[src/rtl/xdma_pkg.sv]
// xdma_pkg: shared widths, FSM state encodings and config register indices for xdma
`ifndef XDMA_DEFS
`define XDMA_DEFS
`ifndef DATA_W
`define DATA_W 16
`endif
`ifndef ADDR_W
`define ADDR_W 8
`endif
`define XDMA_S_IDLE 3'd0
`define XDMA_S_RD 3'd1
`define XDMA_S_CAP 3'd2
`define XDMA_S_WR 3'd3
`define XDMA_S_FIN 3'd4
`define XDMA_REG_SRC 2'd0
`define XDMA_REG_DST 2'd1
`define XDMA_REG_LEN 2'd2
`define XDMA_REG_CTRL 2'd3
`endif
package xdma_pkg;
  localparam int DATA_W = `DATA_W;
  localparam int ADDR_W = `ADDR_W;
  typedef enum logic [2:0] {
    S_IDLE = `XDMA_S_IDLE,
    S_RD = `XDMA_S_RD,
    S_CAP = `XDMA_S_CAP,
    S_WR = `XDMA_S_WR,
    S_FIN = `XDMA_S_FIN
  } state_t;
  localparam logic [1:0] REG_SRC = `XDMA_REG_SRC;
  localparam logic [1:0] REG_DST = `XDMA_REG_DST;
  localparam logic [1:0] REG_LEN = `XDMA_REG_LEN;
  localparam logic [1:0] REG_CTRL = `XDMA_REG_CTRL;
endpackage

[src/rtl/xdma.sv]
// xdma: single-channel word-copy DMA engine; CPU config slave (sel/we/addr/data_in/data_out), bus master (dma_*) yielding to cpu_sel, done flag
module xdma
  import xdma_pkg::*;
(
  input  logic               clk,
  input  logic               rst,
  input  logic               sel,
  input  logic               we,
  input  logic [1:0]         addr,
  input  logic [`DATA_W-1:0] data_in,
  output logic [`DATA_W-1:0] data_out,
  input  logic               cpu_sel,
  output logic               dma_sel,
  output logic               dma_we,
  output logic [`ADDR_W-1:0] dma_addr,
  output logic [`DATA_W-1:0] dma_data_to_wr,
  input  logic [`DATA_W-1:0] dma_data_to_rd,
  output logic               done
);
  state_t r_state;
  logic [`ADDR_W-1:0] r_src, r_dst, r_src_cur, r_dst_cur;
  logic [`DATA_W-1:0] r_len, r_cnt, r_data;
  logic r_done;
  logic w_busy, w_wr, w_start, w_clr, w_rd_go, w_wr_go;
  assign w_busy = r_state != S_IDLE;
  assign w_wr = sel && we;
  assign w_start = w_wr && addr == REG_CTRL && data_in[0] && !w_busy;
  assign w_clr = w_wr && addr == REG_CTRL && data_in[1];
  // the CPU owns the bus whenever it asks; the DMA only drives idle cycles
  assign w_rd_go = r_state == S_RD && !cpu_sel;
  assign w_wr_go = r_state == S_WR && !cpu_sel;
  assign dma_sel = w_rd_go || w_wr_go;
  assign dma_we = w_wr_go;
  assign dma_addr = w_rd_go ? r_src_cur : w_wr_go ? r_dst_cur : '0;
  assign dma_data_to_wr = w_wr_go ? r_data : '0;
  assign done = r_done;
  assign data_out = addr == REG_SRC ? DATA_W'(r_src) :
                    addr == REG_DST ? DATA_W'(r_dst) :
                    addr == REG_LEN ? r_len :
                    {{(DATA_W-2){1'b0}}, r_done, w_busy};
  always_ff @(posedge clk) begin
    if (rst) begin
      r_state <= S_IDLE;
      r_src <= '0;
      r_dst <= '0;
      r_len <= '0;
      r_src_cur <= '0;
      r_dst_cur <= '0;
      r_cnt <= '0;
      r_data <= '0;
      r_done <= 1'b0;
    end else begin
      if (w_wr && !w_busy && addr == REG_SRC) r_src <= data_in[ADDR_W-1:0];
      if (w_wr && !w_busy && addr == REG_DST) r_dst <= data_in[ADDR_W-1:0];
      if (w_wr && !w_busy && addr == REG_LEN) r_len <= data_in;
      // a clear always wins, even against the FIN cycle that would set done
      if (w_clr || w_start) r_done <= 1'b0;
      else if (r_state == S_FIN) r_done <= 1'b1;
      case (r_state)
        S_IDLE: if (w_start) begin
          r_state <= r_len == '0 ? S_FIN : S_RD;
          r_src_cur <= r_src;
          r_dst_cur <= r_dst;
          r_cnt <= r_len;
        end
        S_RD: if (!cpu_sel) r_state <= S_CAP;
        S_CAP: begin
          r_data <= dma_data_to_rd;
          r_state <= S_WR;
        end
        S_WR: if (!cpu_sel) begin
          r_src_cur <= r_src_cur + 1'b1;
          r_dst_cur <= r_dst_cur + 1'b1;
          r_cnt <= r_cnt - 1'b1;
          r_state <= r_cnt != DATA_W'(1) ? S_RD : S_FIN;
        end
        S_FIN: r_state <= S_IDLE;
        default: r_state <= S_IDLE;
      endcase
    end
  end
endmodule

[config.mk]
export PLATFORM = sky130hd
export DESIGN_NAME = xdma
export DESIGN_NICKNAME = d
export VERILOG_FILES = /design/src/rtl/xdma_pkg.sv /design/src/rtl/xdma.sv
export SDC_FILE = /design/constraint.sdc
export NUM_CORES = 1
export LEC_CHECK = 0
export ABC_AREA = 1
export CAP_MARGIN = 20
export CORE_MARGIN = 2
export CORE_UTILIZATION = 45
export CTS_CLUSTER_DIAMETER = 50
export DETAILED_ROUTE_END_ITERATION = 10
export GPL_TIMING_DRIVEN = 1
export PLACE_DENSITY = 0.75
export SETUP_SLACK_MARGIN = 0.5
export SLEW_MARGIN = 40
export SYNTH_ARGS = -nofsm -noshare
export SYNTH_HDL_FRONTEND = slang
export SYNTH_SLANG_ARGS = --single-unit
export TNS_END_PERCENT = 100
[constraint.sdc]
create_clock -name clk -period 1.7 [get_ports clk]
set_input_delay 0.34 -clock clk [delete_from_list [all_inputs] [get_ports clk]]
set_output_delay 0.34 -clock clk [all_outputs]
set_load 0.05 [all_outputs]
==> flow_metrics.env <==
export IMPL_outcome="finished with violations"
export IMPL_violations="setup timing"
export IMPL_fin_tns_setup_ns=-17.66
export IMPL_core_area_mm2=0.00964
export IMPL_layout_min_cycle_time_ns=2.07
export IMPL_setup_worst_path_end="dma_data_to_wr[12]"
export IMPL_ant_nets=0
export IMPL_die_height_um=103
export IMPL_fillCellCount=457
export IMPL_dp_cells=907
export IMPL_drv_cap=0
export IMPL_grt_setup_unrepaired="yes"
export IMPL_clock_sinks=84
export IMPL_synth_top_cell_by_area="dfxtp_1"
export IMPL_grt_usage_pct=29.8
export IMPL_cts_htree_levels=3
export IMPL_clk_latency_ns=0.38
export IMPL_cts_tree="yes"
export IMPL_drive_gt1_share_pct=43.2
export IMPL_die_w_um=103
export IMPL_drt_iter0_drc=754
export IMPL_clkTransAtPathRegs_ns=0.09
export IMPL_fmax_ghz=0.483
export IMPL_tightest_slew_ns=0.440
export IMPL_grt_max_degree=71
export IMPL_synthCells=689
export IMPL_firstDrtPassIters=6
export IMPL_cts_buffer_depth=2
export IMPL_area_growth_pct=86.1
export IMPL_ys_seq_elements=84
export IMPL_synth_most_common_cell="nand2_1"
export IMPL_critPathLaunchType="flip-flop"
export IMPL_grt_pass1_wl_um=24600
export IMPL_synth_edff_count=0
export IMPL_portBuffers=81
export IMPL_die_area_mm2=0.0106
export IMPL_power_leakage_nw=3.18
export IMPL_initial_core_util_pct=45.9
export IMPL_post_route_util_pct=85.4
export IMPL_n_antenna_cell=0
export IMPL_synth_top_area_share_pct=38.0
export IMPL_synth_ff_type="dfxtp_1"
export IMPL_netlist_area_mm2=0.00443
export IMPL_postCtsHoldBufs=0
export IMPL_synth_cell_types=30
export IMPL_final_cells=980
export IMPL_grt_overflow_total=0
export IMPL_startpoint="r_state[2]"
export IMPL_crit_type="flip-flop to primary output"
export IMPL_antenna_found_initial=0
export IMPL_crit_arrival_ns=1.73
export IMPL_synth_area_top_cells="dfxtp_1 (38%), nand2_1 (11%), o21ai_0 (9.6%)"
export IMPL_cp_end_kind="primary output"
export IMPL_async_flop_share_pct=0
export IMPL_cts_buffers=9
export IMPL_r2r_cells=15
export IMPL_nets=887
export IMPL_pwr_density_cell_mw_per_mm2=1320
export IMPL_synth_common_cells="nand2_1 (134), nor2_1 (112), o21ai_0 (85)"
export IMPL_synth_fp_nets=732
export IMPL_final_max_slew_viol_count=0
export IMPL_r2r_start="r_state[2]"
export IMPL_totalWireLength_um=19600
export IMPL_dp_slack_ns=-0.400
export IMPL_avgSynthCellArea_um2=6.42
export IMPL_avgViaCountPerCell=6.03
export IMPL_cp_required_ns=1.36
export IMPL_grt_pass1_vias=4962
export IMPL_r2r_end="r_cnt[6]"
export IMPL_ys_seq_area_share_pct=38.0
export IMPL_relSlewSlack_pct=70.6
export IMPL_drc=0
export IMPL_ir_worst_vdd_mv=0.976
export IMPL_gp_congestion=0.973
export IMPL_fin_skew_ns=0.0120
export IMPL_fp_row_count=36
export IMPL_wl_per_cell_um=20.0
export IMPL_period_share_pct=122
export IMPL_path_max_fanout=11
export IMPL_num_vias=5910
export IMPL_dpl_hpwl_um=9900
export IMPL_hold_class="primary input to flip-flop"
export IMPL_finalHoldViolCount=0
export IMPL_ff2ff_setup_slack_ns=-0.36
export IMPL_worstHoldStart="we"
export IMPL_io_pins=82
export IMPL_finalWorstSetupSlack_ns=-0.372
export IMPL_root_buffer="clkbuf_8"
export IMPL_setup_viol=62
export IMPL_yosys_warnings=0
## worst max-delay path: stages, from the launching register on
cell     delay, ns
dfxtp_2       0.35
inv_2         0.06
nand2_4       0.06
nor2_4        0.12
inv_4         0.05
nor2_4        0.16
inv_8         0.10
buf_12        0.17
nor2_4        0.13
buf_12        0.15
## state kept, by name, indices dropped and copies added, names as in the netlist
signal and flops:
r_cnt 16, r_data 16, r_len 16, r_dst 8
r_dst_cur 8, r_src 8, r_src_cur 8, r_state 3
done 1
## what timing repair did
| action | CTS | global route |
|---|---|---|
| gates cloned | 3 | 7 |
| resized for setup | 154 | 146 |
| pin swaps | 14 | 47 |
| setup buffers | 31 | 18 |
| endpoints found under the setup margin | 126 | 126 |
## worst min-delay path by stage
stage	endpoint	slack, ns	depth (start not counted)
after floorplan	r_cnt[15]	0.41	1
after global placement	r_dst[4]	0.47	2
after detailed placement	r_dst_cur[7]	0.47	2
after CTS	done	0.46	5
after global routing	done	0.39	4
final	done	0.39	4
## power breakdown
| part | total (mW) | switching [mW] | leakage (nW) | internal [mW] |
|---|---|---|---|---|
| Sequential | 2.68 | 0.333 | 0.691 | 2.34 |
| Combinational | 6.69 | 3.75 | 2.39 | 2.94 |
| Clock | 1.48 | 0.737 | 0.0983 | 0.743 |
## cells by family (layout without fill, tap and decap cells)
kind of cell | count (synthesis) | after routing | synth area share (%)
AOI/OAI and AO/OA | 191 | 191 | 22.4
adders and majority gates | 4 | 4 | 1.13
and+or+nand+nor | 291 | 292 | 26.9
buffers and inverters | 114 | 271 | 10.5
xor gates and xnor gates | 5 | 5 | 0.989
DFF | 84 | 84 | 38.0
## per-layer routing
metal,part of all wire (%),GRT usage (%)
met3,9.4,4.17
met2,48,50.3
met4,7.6,13.9
met5,0,0
met1,35,37.8
## placed cells by master (no fill, tap or decap), drive strengths merged, types with 3 or more instances in the layout
cell type	netlist	routed
clkbuf	13	21
o221ai	4	4
dfxtp	84	84
clkinvlp	0	3
a21oi	79	79
buf	17	127
nand2	138	139
inv	84	82
nor2	116	116
o22ai	9	9
nand3	30	30
o21ai	94	94
xor2	3	3
ha	4	4
clkdlybuf4s50	0	33
## final cells by class
class                      count  area, µm²  share of cell area (%)
multi-input combinational    492       3430                    41.6
timing repair buffer         172       2390                    29.0
clock buffer                  12        155                    1.88
inverter                      84        350                    4.25
sequential                    84       1700                    20.7
clock inverter                 2       35.0                   0.425
timing repair inverter         1       7.51                  0.0911
tap                          133        166                    2.02
## metrics by stage
step	hold WS [ns]	area [µm²]	total power [mW]
CTS	0.455	7390	8.68
global route	0.395	8240	11.2
finish	0.388	8240	10.9
floorplan	0.409	4970	5.37
global placement	0.468	6540	6.39
detailed placement	0.473	6540	6.56
(Power assumes the default switching activity.)
